==> src/rtl/game_pkg.sv <==
// rtl/game_pkg.sv - shared move directions, PS/2 scancodes and FSM encodings
package game_pkg;

  typedef enum logic [2:0] {
    WAIT  = 3'd0,
    UP    = 3'd1,
    DOWN  = 3'd2,
    LEFT  = 3'd3,
    RIGHT = 3'd4
  } directions;

  localparam logic [7:0] SC_W     = 8'h1D;
  localparam logic [7:0] SC_A     = 8'h1C;
  localparam logic [7:0] SC_S     = 8'h1B;
  localparam logic [7:0] SC_D     = 8'h23;
  localparam logic [7:0] SC_UP    = 8'h75;
  localparam logic [7:0] SC_DOWN  = 8'h72;
  localparam logic [7:0] SC_LEFT  = 8'h6B;
  localparam logic [7:0] SC_RIGHT = 8'h74;
  localparam logic [7:0] SC_BREAK = 8'hF0;
  localparam logic [7:0] SC_EXT   = 8'hE0;

  localparam logic [1:0] ST_IDLE = 2'd0;
  localparam logic [1:0] ST_RUN  = 2'd1;
  localparam logic [1:0] ST_STOP = 2'd2;

  function automatic directions opposite(input directions d);
    case (d)
      UP:      opposite = DOWN;
      DOWN:    opposite = UP;
      LEFT:    opposite = RIGHT;
      RIGHT:   opposite = LEFT;
      default: opposite = WAIT;
    endcase
  endfunction

endpackage

==> src/rtl/ps2_dir_decoder.sv <==
// rtl/ps2_dir_decoder.sv - turns PS/2 set-2 make codes into direction events
module ps2_dir_decoder
  import game_pkg::*;
(
  input  logic       clk,
  input  logic       rst_n,
  input  logic       key_valid,
  input  logic [7:0] key_code,
  output logic       dir_valid,
  output directions  dir
);

  logic      break_q, break_d;
  logic      ext_q, ext_d;
  directions code_dir;

  // Arrow keys only count behind an E0 prefix; WASD only without one.
  always_comb begin
    code_dir = WAIT;
    if (ext_q) begin
      case (key_code)
        SC_UP:    code_dir = UP;
        SC_DOWN:  code_dir = DOWN;
        SC_LEFT:  code_dir = LEFT;
        SC_RIGHT: code_dir = RIGHT;
        default:  code_dir = WAIT;
      endcase
    end else begin
      case (key_code)
        SC_W:    code_dir = UP;
        SC_S:    code_dir = DOWN;
        SC_A:    code_dir = LEFT;
        SC_D:    code_dir = RIGHT;
        default: code_dir = WAIT;
      endcase
    end
  end

  always_comb begin
    break_d   = break_q;
    ext_d     = ext_q;
    dir_valid = 1'b0;
    dir       = WAIT;
    if (key_valid) begin
      if (key_code == SC_BREAK) begin
        break_d = 1'b1;
      end else if (key_code == SC_EXT) begin
        ext_d = 1'b1;
      end else begin
        break_d = 1'b0;
        ext_d   = 1'b0;
        if (!break_q && code_dir != WAIT) begin
          dir_valid = 1'b1;
          dir       = code_dir;
        end
      end
    end
  end

  always_ff @(posedge clk or negedge rst_n) begin
    if (!rst_n) begin
      break_q <= 1'b0;
      ext_q   <= 1'b0;
    end else begin
      break_q <= break_d;
      ext_q   <= ext_d;
    end
  end

endmodule

==> src/rtl/direction_ctrl.sv <==
// rtl/direction_ctrl.sv - paces player moves and filters keyboard heading changes
module direction_ctrl
  import game_pkg::*;
#(
  parameter int        MOVE_PERIOD = 6_500_000,
  parameter directions START_DIR   = RIGHT
) (
  input  logic       clk,
  input  logic       rst_n,
  input  logic       key_valid,
  input  logic [7:0] key_code,
  input  logic       start,
  input  logic       game_over,
  output directions  direction,
  output logic       move_tick,
  output directions  heading
);

  localparam int CW = $clog2(MOVE_PERIOD);

  logic [1:0]    state_q, state_d;
  logic [CW-1:0] cnt_q, cnt_d;
  directions     dir_q, dir_d;
  logic          move_tick_q, move_tick_d;
  directions     heading_q, heading_d;
  directions     pending_q, pending_d;
  logic          key_ev;
  directions     key_dir;
  logic          tick;
  directions     ref_dir;

  ps2_dir_decoder u_decoder (
    .clk       (clk),
    .rst_n     (rst_n),
    .key_valid (key_valid),
    .key_code  (key_code),
    .dir_valid (key_ev),
    .dir       (key_dir)
  );

  assign tick = (state_q == ST_RUN) && (cnt_q == CW'(MOVE_PERIOD - 1));
  // In a tick cycle pending is about to become the heading, so reversal is judged against it.
  assign ref_dir = tick ? pending_q : heading_q;

  always_comb begin
    state_d   = state_q;
    cnt_d     = cnt_q;
    dir_d     = WAIT;
    heading_d = heading_q;
    pending_d = pending_q;
    if (start) begin
      state_d   = ST_RUN;
      cnt_d     = '0;
      heading_d = START_DIR;
      pending_d = START_DIR;
    end else begin
      case (state_q)
        ST_IDLE: cnt_d = '0;
        ST_RUN: begin
          if (game_over) begin
            state_d = ST_STOP;
          end else begin
            cnt_d = tick ? '0 : cnt_q + CW'(1);
            if (tick) begin
              dir_d     = pending_q;
              heading_d = pending_q;
            end
            if (key_ev && key_dir != opposite(ref_dir)) begin
              pending_d = key_dir;
            end
          end
        end
        default: ;
      endcase
    end
    move_tick_d = (dir_d != WAIT);
  end

  always_ff @(posedge clk or negedge rst_n) begin
    if (!rst_n) begin
      state_q     <= ST_IDLE;
      cnt_q       <= '0;
      dir_q       <= WAIT;
      move_tick_q <= 1'b0;
      heading_q   <= START_DIR;
      pending_q   <= START_DIR;
    end else begin
      state_q     <= state_d;
      cnt_q       <= cnt_d;
      dir_q       <= dir_d;
      move_tick_q <= move_tick_d;
      heading_q   <= heading_d;
      pending_q   <= pending_d;
    end
  end

  assign direction = dir_q;
  assign move_tick = move_tick_q;
  assign heading   = heading_q;

endmodule

==> config.mk <==
export PLATFORM = sky130hd
export DESIGN_NAME = direction_ctrl
export DESIGN_NICKNAME = d
export VERILOG_FILES = /design/src/rtl/game_pkg.sv /design/src/rtl/ps2_dir_decoder.sv /design/src/rtl/direction_ctrl.sv
export SDC_FILE = /design/constraint.sdc
export NUM_CORES = 1
export LEC_CHECK = 0
export ABC_AREA = 1
export CORE_MARGIN = 3
export CORE_UTILIZATION = 40
export DETAILED_ROUTE_END_ITERATION = 16
export SYNTH_ARGS = -nofsm -noshare
export SYNTH_HDL_FRONTEND = slang
export SYNTH_HIERARCHICAL = 1
export SYNTH_SLANG_ARGS = --single-unit
export TNS_END_PERCENT = 50
==> constraint.sdc <==
create_clock -name clk -period 1.65 [get_ports clk]
set_input_delay 0.165 -clock clk [delete_from_list [all_inputs] [get_ports clk]]
set_output_delay 0.165 -clock clk [all_outputs]
set_load 0.02 [all_outputs]
### After elaboration in Yosys (flattened, before gate mapping)

Index checks and enable logic that the tools add are counted.

| storage, ports and cells | value |
|---|---|
| output and inout bits | 7 |
| input bits | 13 |
| logic and storage cells | 84 |
| register bits after elaboration | 37 |

| cells by class | value |
|---|---|
| equal/unequal tests | 20 |
| mux-type cells | 37 |
| reduce and logical (&&, ||, !) cells | 17 |
| $add $sub $neg | 1 |
| bitwise gates (word level) | 1 |

Operator list:

| cell | count |
|---|---|
| 2-to-1 mux 23 bit | 3 |
| 2-to-1 mux 3 bit | 20 |
| one-hot mux 23 bit (2 select lines) | 1 |
| one-hot mux 3 bit (4 select lines) | 3 |
| == test 8 x 7 -> 1 bit, second input constant | 4 |
| == test 8 x 5 -> 1 bit, second input constant | 3 |
| adder 23 x 1 -> 23 bit, second input constant | 1 |
| == test 23 bit, second input constant | 1 |
| == test 8 bit, second input constant | 2 |
| AND reduction 2 bit | 5 |
| nonzero test 3 bit | 3 |
| == test 8 x 6 -> 1 bit, second input constant | 1 |
| 2-to-1 mux 1 bit | 7 |
| == test 3 x 2 -> 1 bit, second input constant | 2 |
| 2-to-1 mux 2 bit | 3 |
| nonzero test 2 bit | 3 |
| == test 3 x 1 -> 1 bit, second input constant | 1 |
| == test 3 bit, second input constant | 1 |
| logical AND 1 bit | 3 |
| inequality test 3 bit | 1 |
| inequality test 3 bit, second input constant | 1 |
| AND reduction 3 bit | 1 |
| == test 2 x 1 -> 1 bit, second input constant | 1 |
| zero test 2 bit | 1 |
| 4 further kinds | 4 |

### Depth between registers and ports, before layout

Gate-level depths: netlist (run 1).

| logic depth | value |
|---|---|
| depth after elaboration | 15 |
| mapped depth | 17 |
| depth with buffers taken out | 17 |

### Cells and area by module

The synthesis (run 1) kept the hierarchy.

By module, submodules not included:

| module | times used | cells each | seq. area each (µm²) | area each (µm²) |
|---|---|---|---|---|
| direction_ctrl | 1 | 273 | 878.3 | 2,011.9 |
| ps2_dir_decoder | 1 | 69 | 50.0 | 352.8 |

### Worst setup path before layout (run 1)

No wires, ideal clock.

| path | value |
|---|---|
| kind | register to register |
| start | reg cnt_q[0] |
| end | reg cnt_q[13] |
| data arrival time | 1.670 ns |
| cell stages (with the launch flop) | 14 |
| library setup time | 0.119 ns |
| buffers on the path | 0 |
| setup slack | -0.139 ns |
| required time | 1.531 ns |
| period minus slack after synthesis | 1.789 ns |
| cells stage by stage | dfrtp_1 -> ha_1 -> nand2_1 -> inv_1 -> nand2_1 -> nor2_1 -> nand3_4 -> nand2_1 -> inv_1 -> nor2_2 -> inv_1 -> o21ai_2 -> o21ai_0 -> o21a_1 |

| on the way | value |
|---|---|
| cells in the longest elaborated chain, start to end | 6 |

Ends and longest elaborated chain:

| item | line | text |
|---|---|---|
| from (decl) | direction_ctrl.sv:22 | `logic [CW-1:0] cnt_q, cnt_d;` |
| from (signal assigned) | direction_ctrl.sv:89 | `cnt_q <= cnt_d;` |
| branches (longest 2 deep; another with adder 23 x 1 -> 23 bit) | - |  |
| 2-to-1 mux 23 bit (*) | direction_ctrl.sv:63 | `cnt_d = tick ? '0 : cnt_q + CW'(1);` |
| 2-to-1 mux 23 bit (*) | direction_ctrl.sv:60 | `if (game_over) begin` |
| one-hot mux 23 bit (2 select lines) (*) | direction_ctrl.sv:57 | `case (state_q)` |
| 2-to-1 mux 23 bit (*) | direction_ctrl.sv:51 | `if (start) begin` |

Every way passes the cells marked *. The select of a mux whose other input is x is not followed.
A chain may end at the register's enable or synchronous reset.

### Worst setup path after layout (run 1)

| path | value |
|---|---|
| start | reg cnt_q[0] |
| end | reg pending_q[1] |

| on the way | value |
|---|---|
| cells in the longest elaborated chain, start to end | 12 |

Ends and longest elaborated chain:

| item | line | text |
|---|---|---|
| == test 23 bit (*) | direction_ctrl.sv:41 | `assign tick = (state_q == ST_RUN) && (cnt_q == CW'(MOVE_PERIOD - 1));` |
| logical AND 1 bit (*) | direction_ctrl.sv:41 |  |
| 2-to-1 mux 3 bit (*) | - |  |
| == test 3 bit (tied with other cells) | game_pkg.sv:28 | `case (d)` |
| one-hot mux 3 bit (4 select lines) (*) | game_pkg.sv:28 |  |
| 2-to-1 mux 3 bit (*) | direction_ctrl.sv:60 |  |
| 2-to-1 mux 3 bit (*) | direction_ctrl.sv:57 |  |
| 2-to-1 mux 3 bit (*) | direction_ctrl.sv:51 |  |
| inequality test 3 bit (*) | direction_ctrl.sv:68 | `if (key_ev && key_dir != opposite(ref_dir)) begin` |
| logical AND 1 bit (*) | direction_ctrl.sv:68 |  |
| nonzero test 2 bit (no source line) (*) | - |  |
| AND reduction 3 bit (no source line) (*) | - |  |
| to (signal assigned) | direction_ctrl.sv:93 | `pending_q <= pending_d;` |
| to (decl) | direction_ctrl.sv:26 | `directions pending_q, pending_d;` |

Mark *: on every way between the ends. The rest lies on a longest branch, timed or not. The select of a mux whose other input is x is not followed.

==> metrics.yaml, run 1 <==
run_status:
  status: "finished with violations"
  violations: "setup timing"
hold_path:
  hp-class: "input pin to async pin"
timing:
  postLayoutSetupSlackWorst_ns: -0.375
  finalCritPeriodShare_pct: 123
  fmax_mhz: 494
  drv_slew: 0
  relSlewSlack_pct: 68.5
  min_period_ns: 2.03
  fin_skew_ns: 0.00436
  rsz0062_at_grt: "true"
  tightest_slew_ns: 0.472
  hold_viol: 0
  setup_viol: 25
setup_path:
  startpoint: "cnt_q[0]"
  critPathMaxFanout: 6
  critical_path.cell_chain: "ha_4 > nand2_4 > nor2_4 > nand2_2 > nor2_4 > nand3_4 > nand2_4 > inv_6 > nor2_4 > nand2_1 > nand3_2 > nand2_2 > nand3_4 > nand3_1 > a21oi_2"
  crit_required_ns: 1.88
  start_kind: "register"
  worst_setup_path_end_kind: "register"
  critPathKind: "register to register"
  crit_path_frequent_cell: "nor2_4"
  r2r-start: "cnt_q[0]"
  cpPeakStageDelay_ns: 0.39
  crit_arrival_ns: 2.25
  crit_slowest_cell: "dfrtp_1"
power:
  p_leak_nw: 1.77
  p_total_mw: 2.00
  peakVddDrop_v: 0.000350
  power_density_mw_per_mm2: 548
floorplan:
  initial_core_util_pct: 42.2
  ios: 20
  dieWidth_um: 82.9
  die_h_um: 82.9
  dieArea_mm2: 0.00687
  core_mm2: 0.00561
  rows: 27
logic_synthesis:
  ys_seq_area_share_pct: 39.3
  synth_seq_cells: 37
  syn_nets: 356
  synth_warnings: 6
  syn_avg_cell_area_um2: 6.91
  synth.distinct_cells: 30
  syn_inst: 342
  synth_area_mm2: 0.00236
routing:
  drt-initial-drc-count: 122
  wl_per_cell_um: 11.5
  first_pass_iters: 4
  viasPerCell: 4.72
  ant_nets: 0
  post-route-drc-count: 0
  wl_um: 5950
  vias: 2436
placed_design:
  placedInstanceArea_mm2: 0.00313
  gp_congestion: 0.838
  preCtsSetupSlack_ns: -0.511
  port_buffers: 19
  hpwl_um: 4280
cells_and_area:
  multi_input_area_mm2: 0.00150
  post-route-cell-area_mm2: 0.00365
  areaGrowthSynthToFinish_pct: 54.2
  nNetsFinal: 457
  fillers: 487
  drive_gt1_share_pct: 41.2
  seq_area_um2: 928
  diodes: 0
global_route:
  grt_use_total_pct: 17.3
  antenna_found_initial: 0
  grt_max_degree: 38
  grt-ovfl-total: 0
  grt_pass1_wl_um: 9950
  first_global_vias: 2367
cts:
  clk_latency_ns: 0.29
  cts_buffers: 5
  clock-sinks: 37
  clk_pin_slew_ns: 0.08
  cts-root-buf: "clkbuf_8"
  htreeDepth: 2
  cts_tree: "done"
  clockBufferDepth: 2
job:
  maxCapViolations: 0
==> timing repair <==
item                                    in CTS  in global routing
pin swaps                                   13                 23
buffers inserted                             5                  7
endpoints found under the setup margin      23                 28
resized for setup                           20                 71
hold buffers                                 1                  0
hold endpoints to repair                    35                  0
==> state kept, by name (all words and copies together), names as in the netlist <==
signal,count
cnt_q,23
direction,3
heading,3
move_tick,1
pending_q,3
state_q,2
u_decoder/break_q,1
u_decoder/ext_q,1
==> final cells by class <==
class                   instances  share of cell area [%]
inverters                      64                    7.03
repair buffers                 95                    21.6
flip-flops and latches         37                    25.5
clock inverters                 3                   0.480
multi-input cells             240                    41.0
clock buffers                   5                    1.89
well taps                      72                    2.47
==> cells in the final DEF, fill, tap and decap left out, drive strengths merged, types with 5 or more instances in the layout <==
master         instances
nand2                 90
buf                   76
inv                   63
nor2                  60
dfrtp                 35
nand3                 29
a21oi                 22
clkdlybuf4s50         15
o21ai                 15
nor3                   7
nand4                  6
clkbuf                 5
==> through the flow <==
stage | std cells | hold WS [ns] | utilization [%] | TNS [ns]
2_1_floorplan | 342 | -0.131 | - | -0.388
3_3_place_gp | 495 | 0.240 | 55.8 | -5.46
3_5_place_dp | 495 | 0.251 | 55.8 | -5.66
4_1_cts | 509 | 0.469 | 59.5 | -4.14
5_1_grt | 516 | 0.498 | 65.0 | -7.41
6_report | 516 | 0.440 | 65.0 | -4.24
==> cells in the mapped netlist <==
cell type | count | area, um^2
o21ai_0 | 12 | 60.1
buf_2 | 1 | 5.00
inv_1 | 57 | 214
inv_4 | 1 | 6.26
and3_1 | 1 | 6.26
o21ai_2 | 2 | 17.5
nand3_2 | 5 | 50.1
nand2_4 | 2 | 22.5
dfrtp_1 | 35 | 876
nor2_8 | 1 | 20.0
nor2_1 | 48 | 180
inv_2 | 5 | 18.8
a2bb2oi_1 | 1 | 8.76
clkinv_2 | 1 | 5.00
a31oi_1 | 2 | 12.5
dfstp_2 | 2 | 52.6
nand3_4 | 1 | 17.5
nand2_1 | 76 | 285
o21ai_1 | 1 | 5.00
nand2_2 | 12 | 75.1
a41oi_1 | 1 | 8.76
nor3_1 | 7 | 35.0
o21a_1 | 2 | 15.0
o22ai_1 | 3 | 18.8
nor2_2 | 10 | 62.6
a21oi_1 | 22 | 110
nand4_1 | 6 | 37.5
ha_1 | 1 | 12.5
nor2_4 | 1 | 11.3
nand3_1 | 23 | 115
==> cell families after synthesis <==
logic type | count (synthesis) | synth area share [%]
fa+ha+maj | 1 | 0.529
simple gates | 193 | 38.8
flops | 37 | 39.3
compound gates | 46 | 10.8
buf+inv | 65 | 10.5
==> path summary, 6_finish.rpt <==
| kind | to | slack, ns | cells past startpoint |
|---|---|---|---|
| min in group clk | u_decoder/ext_q | 0.49 | 3 |
| worst min-delay path | heading[1] | 0.44 | 3 |
| worst min register to register | pending_q[2] | 0.51 | 2 |
| worst max-delay path | pending_q[1] | -0.38 | 15 |
| worst max register to register | pending_q[1] | -0.38 | 15 |
| max in group asynchronous | pending_q[2] | 0.85 | 3 |
==> power by group <==
group	internal (mW)	switching (mW)	leakage [nW]	total, mW
Clock	0.291	0.338	0.0439	0.629
Sequential	0.935	0.0254	0.500	0.961
Combinational	0.195	0.213	1.23	0.408
Total	1.42	0.576	1.77	2.00
==> critical path: cells and delay by family, from the launching register on <==
kind / cells / cell delay, ns
AND/OR/NAND/NOR: 12 / 1.18
flip-flops: 1 / 0.39
AO/OA/AOI/OAI: 1 / 0.14
adder cells (fa/ha/maj): 1 / 0.19
buffers and inverters: 1 / 0.06
==> layer usage <==
metal,vias to the layer above,global-route usage (%),part of all wire (%)
li1,1285,-,-
met1,1099,22.3,47
met2,41,29.4,48
met3,11,3.57,3.5
met4,0,4.46,1.8
met5,-,0,0
Power figures use the tool's default switching activity.
==> inputs of run 2 (changes only) <==
==> constraint.sdc (replaced) <==
create_clock -name clk -period 1.65 [get_ports clk]
set_input_delay 0.4125 -clock clk [delete_from_list [all_inputs] [get_ports clk]]
set_output_delay 0.4125 -clock clk [all_outputs]
set_load 0.02 [all_outputs]
==> metrics.yaml, run 2 (same netlist as run 1, synthesis figures left out) <==
floorplan:
  core_mm2: 0.00561  # unchanged
  dieArea_mm2: 0.00687  # unchanged
  dieWidth_um: 82.9  # unchanged
  initial_core_util_pct: 42.2  # unchanged
  rows: 27  # unchanged
  ios: 20  # unchanged
  die_h_um: 82.9  # unchanged
setup_path:
  worst_setup_path_end_kind: "register"
  start_kind: "register"
  crit_required_ns: 1.87  # about the same
  critPathMaxFanout: 3  # -3
  cpPeakStageDelay_ns: 0.41  # +0.02 ns
  critPathKind: "register to register"
  crit_slowest_cell: "dfrtp_1"
  crit_path_frequent_cell: "inv_2"
  reg2reg_setup_slack_ns: -0.41  # -0.04 ns
  crit_arrival_ns: 2.28  # +0.03 ns
  critical_path.cell_chain: "ha_4 > nand3_2 > inv_2 > nand2_4 > nor2_4 > inv_2 > nor3_2 > nand4_1 > nor2_2 > nand4_1 > inv_2 > o21ai_2 > a21oi_2"
global_route:
  antenna_found_initial: 0  # unchanged
  first_global_vias: 2330  # -1.6%
  grt-ovfl-total: 0  # unchanged
  grt_use_total_pct: 17.8  # +0.56 points
  grt_pass1_wl_um: 10200  # +2.8%
  grt_max_degree: 24  # -37%
timing:
  rsz0062_at_grt: "true"
  fmax_mhz: 485  # -1.8%
  setup_viol: 21  # -16%
  fin_skew_ns: 0.00891  # +0.00455 ns
  tightest_slew_ns: 0.485  # +0.0129 ns
  drv_slew: 0  # unchanged
  min_period_ns: 2.06  # +0.0366 ns
  hold_viol: 0  # unchanged
  postLayoutSetupSlackWorst_ns: -0.412  # -0.0366 ns
  relSlewSlack_pct: 67.4  # -1.1 points
  finalCritPeriodShare_pct: 125  # +2.2 points
cts:
  cts_buffers: 5  # unchanged
  clockBufferDepth: 2  # unchanged
  cts_tree: "done"
  clock-sinks: 37  # unchanged
  postCtsHoldBufs: 0  # -1
  clk_latency_ns: 0.30  # about the same
  clk_pin_slew_ns: 0.08  # about the same
  cts-root-buf: "clkbuf_8"
  htreeDepth: 2  # unchanged
power:
  clock_power_share_pct: 40.7  # +9.2 points
  p_seq_share_pct: 41.1  # -7.0 points
  peakVddDrop_v: 0.000446  # +28%
  p_leak_nw: 1.84  # +3.8%
  sw_frac_of_total_pct: 25.9  # -2.9 points
  intPower_mw: 1.74  # +22%
  p_comb_share_pct: 18.3  # -2.1 points
  power_density_mw_per_mm2: 636  # +16%
  switching_power_mw: 0.608  # +5.6%
cells_and_area:
  layout.cells.non_filler: 516  # unchanged
  utilization_pct: 65.9  # +0.83 points
  final_common_cell: "buf_4"
  nNetsFinal: 457  # unchanged
  layout_common_cells: "buf_4 (69), nand2_1 (61), inv_1 (48)"
  diodes: 0  # unchanged
  drive_gt1_share_pct: 44.4  # +3.2 points
  largest_reg_flops: 23  # unchanged
  areaGrowthSynthToFinish_pct: 56.2
  largest-register: "cnt_q"
routing:
  wl_per_cell_um: 12.6  # +9.3%
  vias: 2530  # +3.9%
  wl_um: 6510  # +9.3%
  ant_nets: 0  # unchanged
  post-route-drc-count: 0  # unchanged
  drt-initial-drc-count: 107  # -12%
  first_pass_iters: 4  # unchanged
  viasPerCell: 4.90  # +3.9%
job:
  maxCapViolations: 0  # unchanged
placed_design:
  gp_congestion: 0.860  # +2.6%
  preCtsSetupSlack_ns: -0.783  # -0.272 ns
  port_buffers: 19  # unchanged
  place_inst: 493  # -0.40%
  hpwl_um: 4360  # +1.9%
run_status:
  violations: "setup timing"
  status: "finished with violations"
hold_path:
  hp-class: "input pin to async pin"
-- run 2: cell types whose count changed in the layout (fill, tap and decap cells not counted), moves of 5 or more --
cell and delta:
dlygate4sd2_1 +12, clkdlybuf4s50_1 -13, nand2_4 -5, nor2_2 +5, nor2_1 -5, nand2_2 +5
-- run 2: final timing paths --
kind,from,to,depth (start not counted)
setup reg to reg,cnt_q[0],cnt_q[22],13
max in group asynchronous,rst_n,cnt_q[2],2
min in group clk,pending_q[2],pending_q[2],2
hold / removal,rst_n,pending_q[0],1
setup / recovery,cnt_q[0],cnt_q[22],13
hold reg to reg,pending_q[2],pending_q[2],2
-- run 2: timing repair --
item | CTS | global route
endpoints found under the setup margin | 27 | 32
buffers inserted | 8 | 8
gates resized for setup | 58 | 55
pin swaps | 26 | 31
-- run 2: critical path: cells and delay by family (launching register included) --
kind | cells | cell delay [ns]
buf+inv | 3 | 0.24
simple gates | 7 | 0.97
flops | 1 | 0.41
compound gates | 2 | 0.19
fa+ha+maj | 1 | 0.18
-- run 2: final cells by class --
cell class | count | area [um^2]
clock buffer | 5 | 68.8
multi-input combinational | 240 | 1510
clock inverter | 3 | 65.1
inverter | 64 | 246
timing repair buffer | 95 | 786
sequential | 37 | 928
tap | 72 | 90.1
fill | 489 | 1910
-- run 2: through the flow --
stage                     TNS [ns]  power, mW  hold slack, ns  instance area (um^2)
after floorplan             -0.388       1.13           0.117                  2380
after global placement      -12.42       1.30           0.344                  3120
after detailed placement    -12.45       1.31           0.349                  3120
after CTS                    -2.78       2.32          0.0218                  3450
after global routing         -6.77       2.45          0.0418                  3690
final                        -3.70       2.35          0.0164                  3690
-- run 2: metal layers --
metal / track usage, % / routed length [um]
met5: 0 / 0
met2: 29.3 / 3310
met4: 6.69 / 141
met1: 23.2 / 2830
met3: 3.47 / 230
-- run 2: power groups by stage --
stage / logic (mW) / clock network, mW / registers, mW
2_1_floorplan: 0.161 / 0 / 0.968
3_3_place_gp: 0.330 / 0 / 0.970
3_5_place_dp: 0.335 / 0 / 0.972
4_1_cts: 0.386 / 0.975 / 0.962
5_1_grt: 0.479 / 1.00 / 0.966
6_report: 0.429 / 0.954 / 0.964
==> inputs of run 3 (changes only) <==
--- a/config.mk
+++ b/config.mk
@@ -6,6 +6,7 @@
 export NUM_CORES = 1
 export LEC_CHECK = 0
 export ABC_AREA = 1
+export CORE_ASPECT_RATIO = 0.8
 export CORE_MARGIN = 3
 export CORE_UTILIZATION = 40
 export DETAILED_ROUTE_END_ITERATION = 16
==> constraint.sdc (replaced) <==
create_clock -name clk -period 2.6 [get_ports clk]
set_input_delay 0.65 -clock clk [delete_from_list [all_inputs] [get_ports clk]]
set_output_delay 0.65 -clock clk [all_outputs]
set_load 0.02 [all_outputs]
==> metrics.yaml, run 3 (same netlist as run 1, synthesis figures left out) <==
run_status:
  status: "finished, final reports clean"
cells_and_area:
  drive_gt1_share_pct: 17.1  # -27 points
  largest-register: "cnt_q"
  post-route-cell-area_mm2: 0.00287  # -22%
  final_common_cell: "nand2_1"
  utilization_pct: 51.3  # -15 points
  areaGrowthSynthToFinish_pct: 21.2
  diodes: 0  # unchanged
  layout_common_cells: "nand2_1 (76), inv_1 (57), nor2_1 (48)"
  largest_reg_flops: 23  # unchanged
  layout.cells.non_filler: 459  # -11%
  nNetsFinal: 394  # -14%
setup_path:
  critical_path.cell_chain: "clkdlybuf4s50_1 > nor2_4 > nand2_1 > nor3_1 > nor2_1 > nand3_2 > nand2_2 > nor2_2 > inv_1 > nand3_1 > nand2_1 > inv_1 > nand3_2 > nand2_2 > nand2_1 > a21oi_1"
  critical_path.reg2reg.endpoint: "cnt_q[13]"
  r2r-start: "cnt_q[0]"
  cpPeakStageDelay_ns: 0.49  # +0.08 ns
  rr_worst_depth: 14  # +1
  critPathKind: "input pin to register"
  crit_path_frequent_cell: "nand2_1"
  reg2reg_setup_slack_ns: 0.51  # +0.92 ns
  cp_top_family: "simple AND/OR/NAND/NOR gates"
  crit_required_ns: 2.82  # +0.95 ns
  crit_arrival_ns: 2.61  # +0.33 ns
  worst-path-buf-inv: 3  # unchanged
  worst_setup_path_end_kind: "register"
  start_kind: "input pin"
  crit_slowest_cell: "clkdlybuf4s50_1"
  critPathMaxFanout: 4  # +1
power:
  p_seq_share_pct: 47.1  # +6.0 points
  power_density_mw_per_mm2: 448  # -30%
  intPower_mw: 0.949  # -45%
  p_comb_share_pct: 13.5  # -4.8 points
  p_total_mw: 1.28  # -45%
  sw_frac_of_total_pct: 26.0  # +0.13 points
  clock_power_share_pct: 39.4  # -1.3 points
  peakVddDrop_v: 0.000174  # -61%
  p_leak_nw: 1.38  # -25%
  switching_power_mw: 0.334  # -45%
cts:
  htreeDepth: 2  # unchanged
  postCtsHoldBufs: 0  # unchanged
  postCtsSetupBuffers: 0  # -8
  cts_buffers: 5  # unchanged
  clockBufferDepth: 2  # unchanged
  clock-sinks: 37  # unchanged
  clk_pin_slew_ns: 0.08  # about the same
  clk_latency_ns: 0.29  # about the same
  cts-root-buf: "clkbuf_8"
  cts_tree: "done"
  ctsResizeCount: 0  # -100%
placed_design:
  preCtsSetupSlack_ns: -0.0720  # +0.711 ns
  gp_congestion: 0.898  # +4.4%
  placedInstanceArea_mm2: 0.00274  # -12%
  hpwl_um: 3950  # -9.4%
  place_inst: 451  # -8.5%
  port_buffers: 19  # unchanged
timing:
  relSlewSlack_pct: 46.2  # -21 points
  fin_skew_ns: 0.00606  # -0.00286 ns
  tightest_slew_ns: 0.807  # +0.321 ns
  hold_slack_ns: 0.444  # +0.428 ns
  postLayoutSetupSlackWorst_ns: 0.205  # +0.617 ns
  finalCritPeriodShare_pct: 92.1
  min_period_ns: 2.39
  hold_viol: 0  # unchanged
  tns_ns: 0  # +3.70 ns
  fmax_mhz: 418
  drv_slew: 0  # unchanged
  rsz0062_at_grt: "false"
  setup_viol: 0  # -100%
global_route:
  first_global_vias: 1963  # -16%
  grt_pass1_wl_um: 8670  # -15%
  grt_use_total_pct: 15.8  # -2.0 points
  grt_max_degree: 38  # +58%
  grt-ovfl-total: 0  # unchanged
  antenna_found_initial: 0  # unchanged
floorplan:
  die_h_um: 74.8  # -9.8%
  dieArea_mm2: 0.00688  # about the same
  rows: 24  # -11%
  core_mm2: 0.00559  # -0.40%
  initial_core_util_pct: 42.3  # +0.17 points
  dieWidth_um: 92.0  # +11%
  ios: 20  # unchanged
routing:
  wl_um: 4970  # -24%
  first_pass_iters: 4  # unchanged
  viasPerCell: 4.69  # -4.4%
  wl_per_cell_um: 10.8  # -14%
  ant_nets: 0  # unchanged
  vias: 2152  # -15%
  drt-initial-drc-count: 145  # +36%
  post-route-drc-count: 0  # unchanged
hold_path:
  hp-class: "input pin to async pin"
job:
  maxCapViolations: 0  # unchanged
## run 3: cell types whose count changed in the layout (fill, tap and decap cells not counted), sizes merged
cell           before  now
buf                77   14
clkdlybuf4s50       2   16
dlygate4sd2        12    0
dlymetal6s2s        4    2
bufinv              2    1
clkinvlp            0    1
## run 3: how the worst max path moves through the flow
| stage | start | to | slack [ns] | cells after the start |
|---|---|---|---|---|
| final | key_code[3] | pending_q[1] | 0.21 | 16 |
| after global routing | key_code[5] | pending_q[1] | 0.007 | 17 |
| after CTS | key_code[2] | pending_q[1] | 0.23 | 16 |
| after detailed placement | key_code[2] | pending_q[0] | -0.07 | 16 |
| after global placement | key_code[2] | pending_q[0] | 0.006 | 16 |
| after floorplan | key_code[7] | pending_q[0] | 0.66 | 17 |
## run 3: power groups by stage
| stage | logic (mW) | registers, mW | clock network, mW |
|---|---|---|---|
| 2_1_floorplan | 0.0995 | 0.614 | 0 |
| 3_3_place_gp | 0.173 | 0.616 | 0 |
| 3_5_place_dp | 0.175 | 0.616 | 0 |
| 4_1_cts | 0.175 | 0.604 | 0.522 |
| 5_1_grt | 0.200 | 0.607 | 0.548 |
| 6_report | 0.173 | 0.604 | 0.506 |
## run 3: final cells by class
| cell class | instances | area (um^2) |
|---|---|---|
| Clock buffer | 5 | 68.8 |
| Clock inverter | 3 | 46.3 |
| Fill cell | 567 | 2720 |
| Inverter | 64 | 244 |
| Multi-Input combinational cell | 240 | 1190 |
| Sequential cell | 37 | 928 |
| Tap cell | 78 | 97.6 |
| Timing Repair Buffer | 32 | 288 |
## run 3: metal layers
metal / share of wire, % / GRT usage [%] / vias to the layer above
li1: - / - / 1153
met1: 54 / 22.7 / 952
met2: 41 / 24.3 / 40
met3: 3.4 / 3.00 / 7
met4: 1.3 / 5.44 / 0
met5: 0 / 0 / -
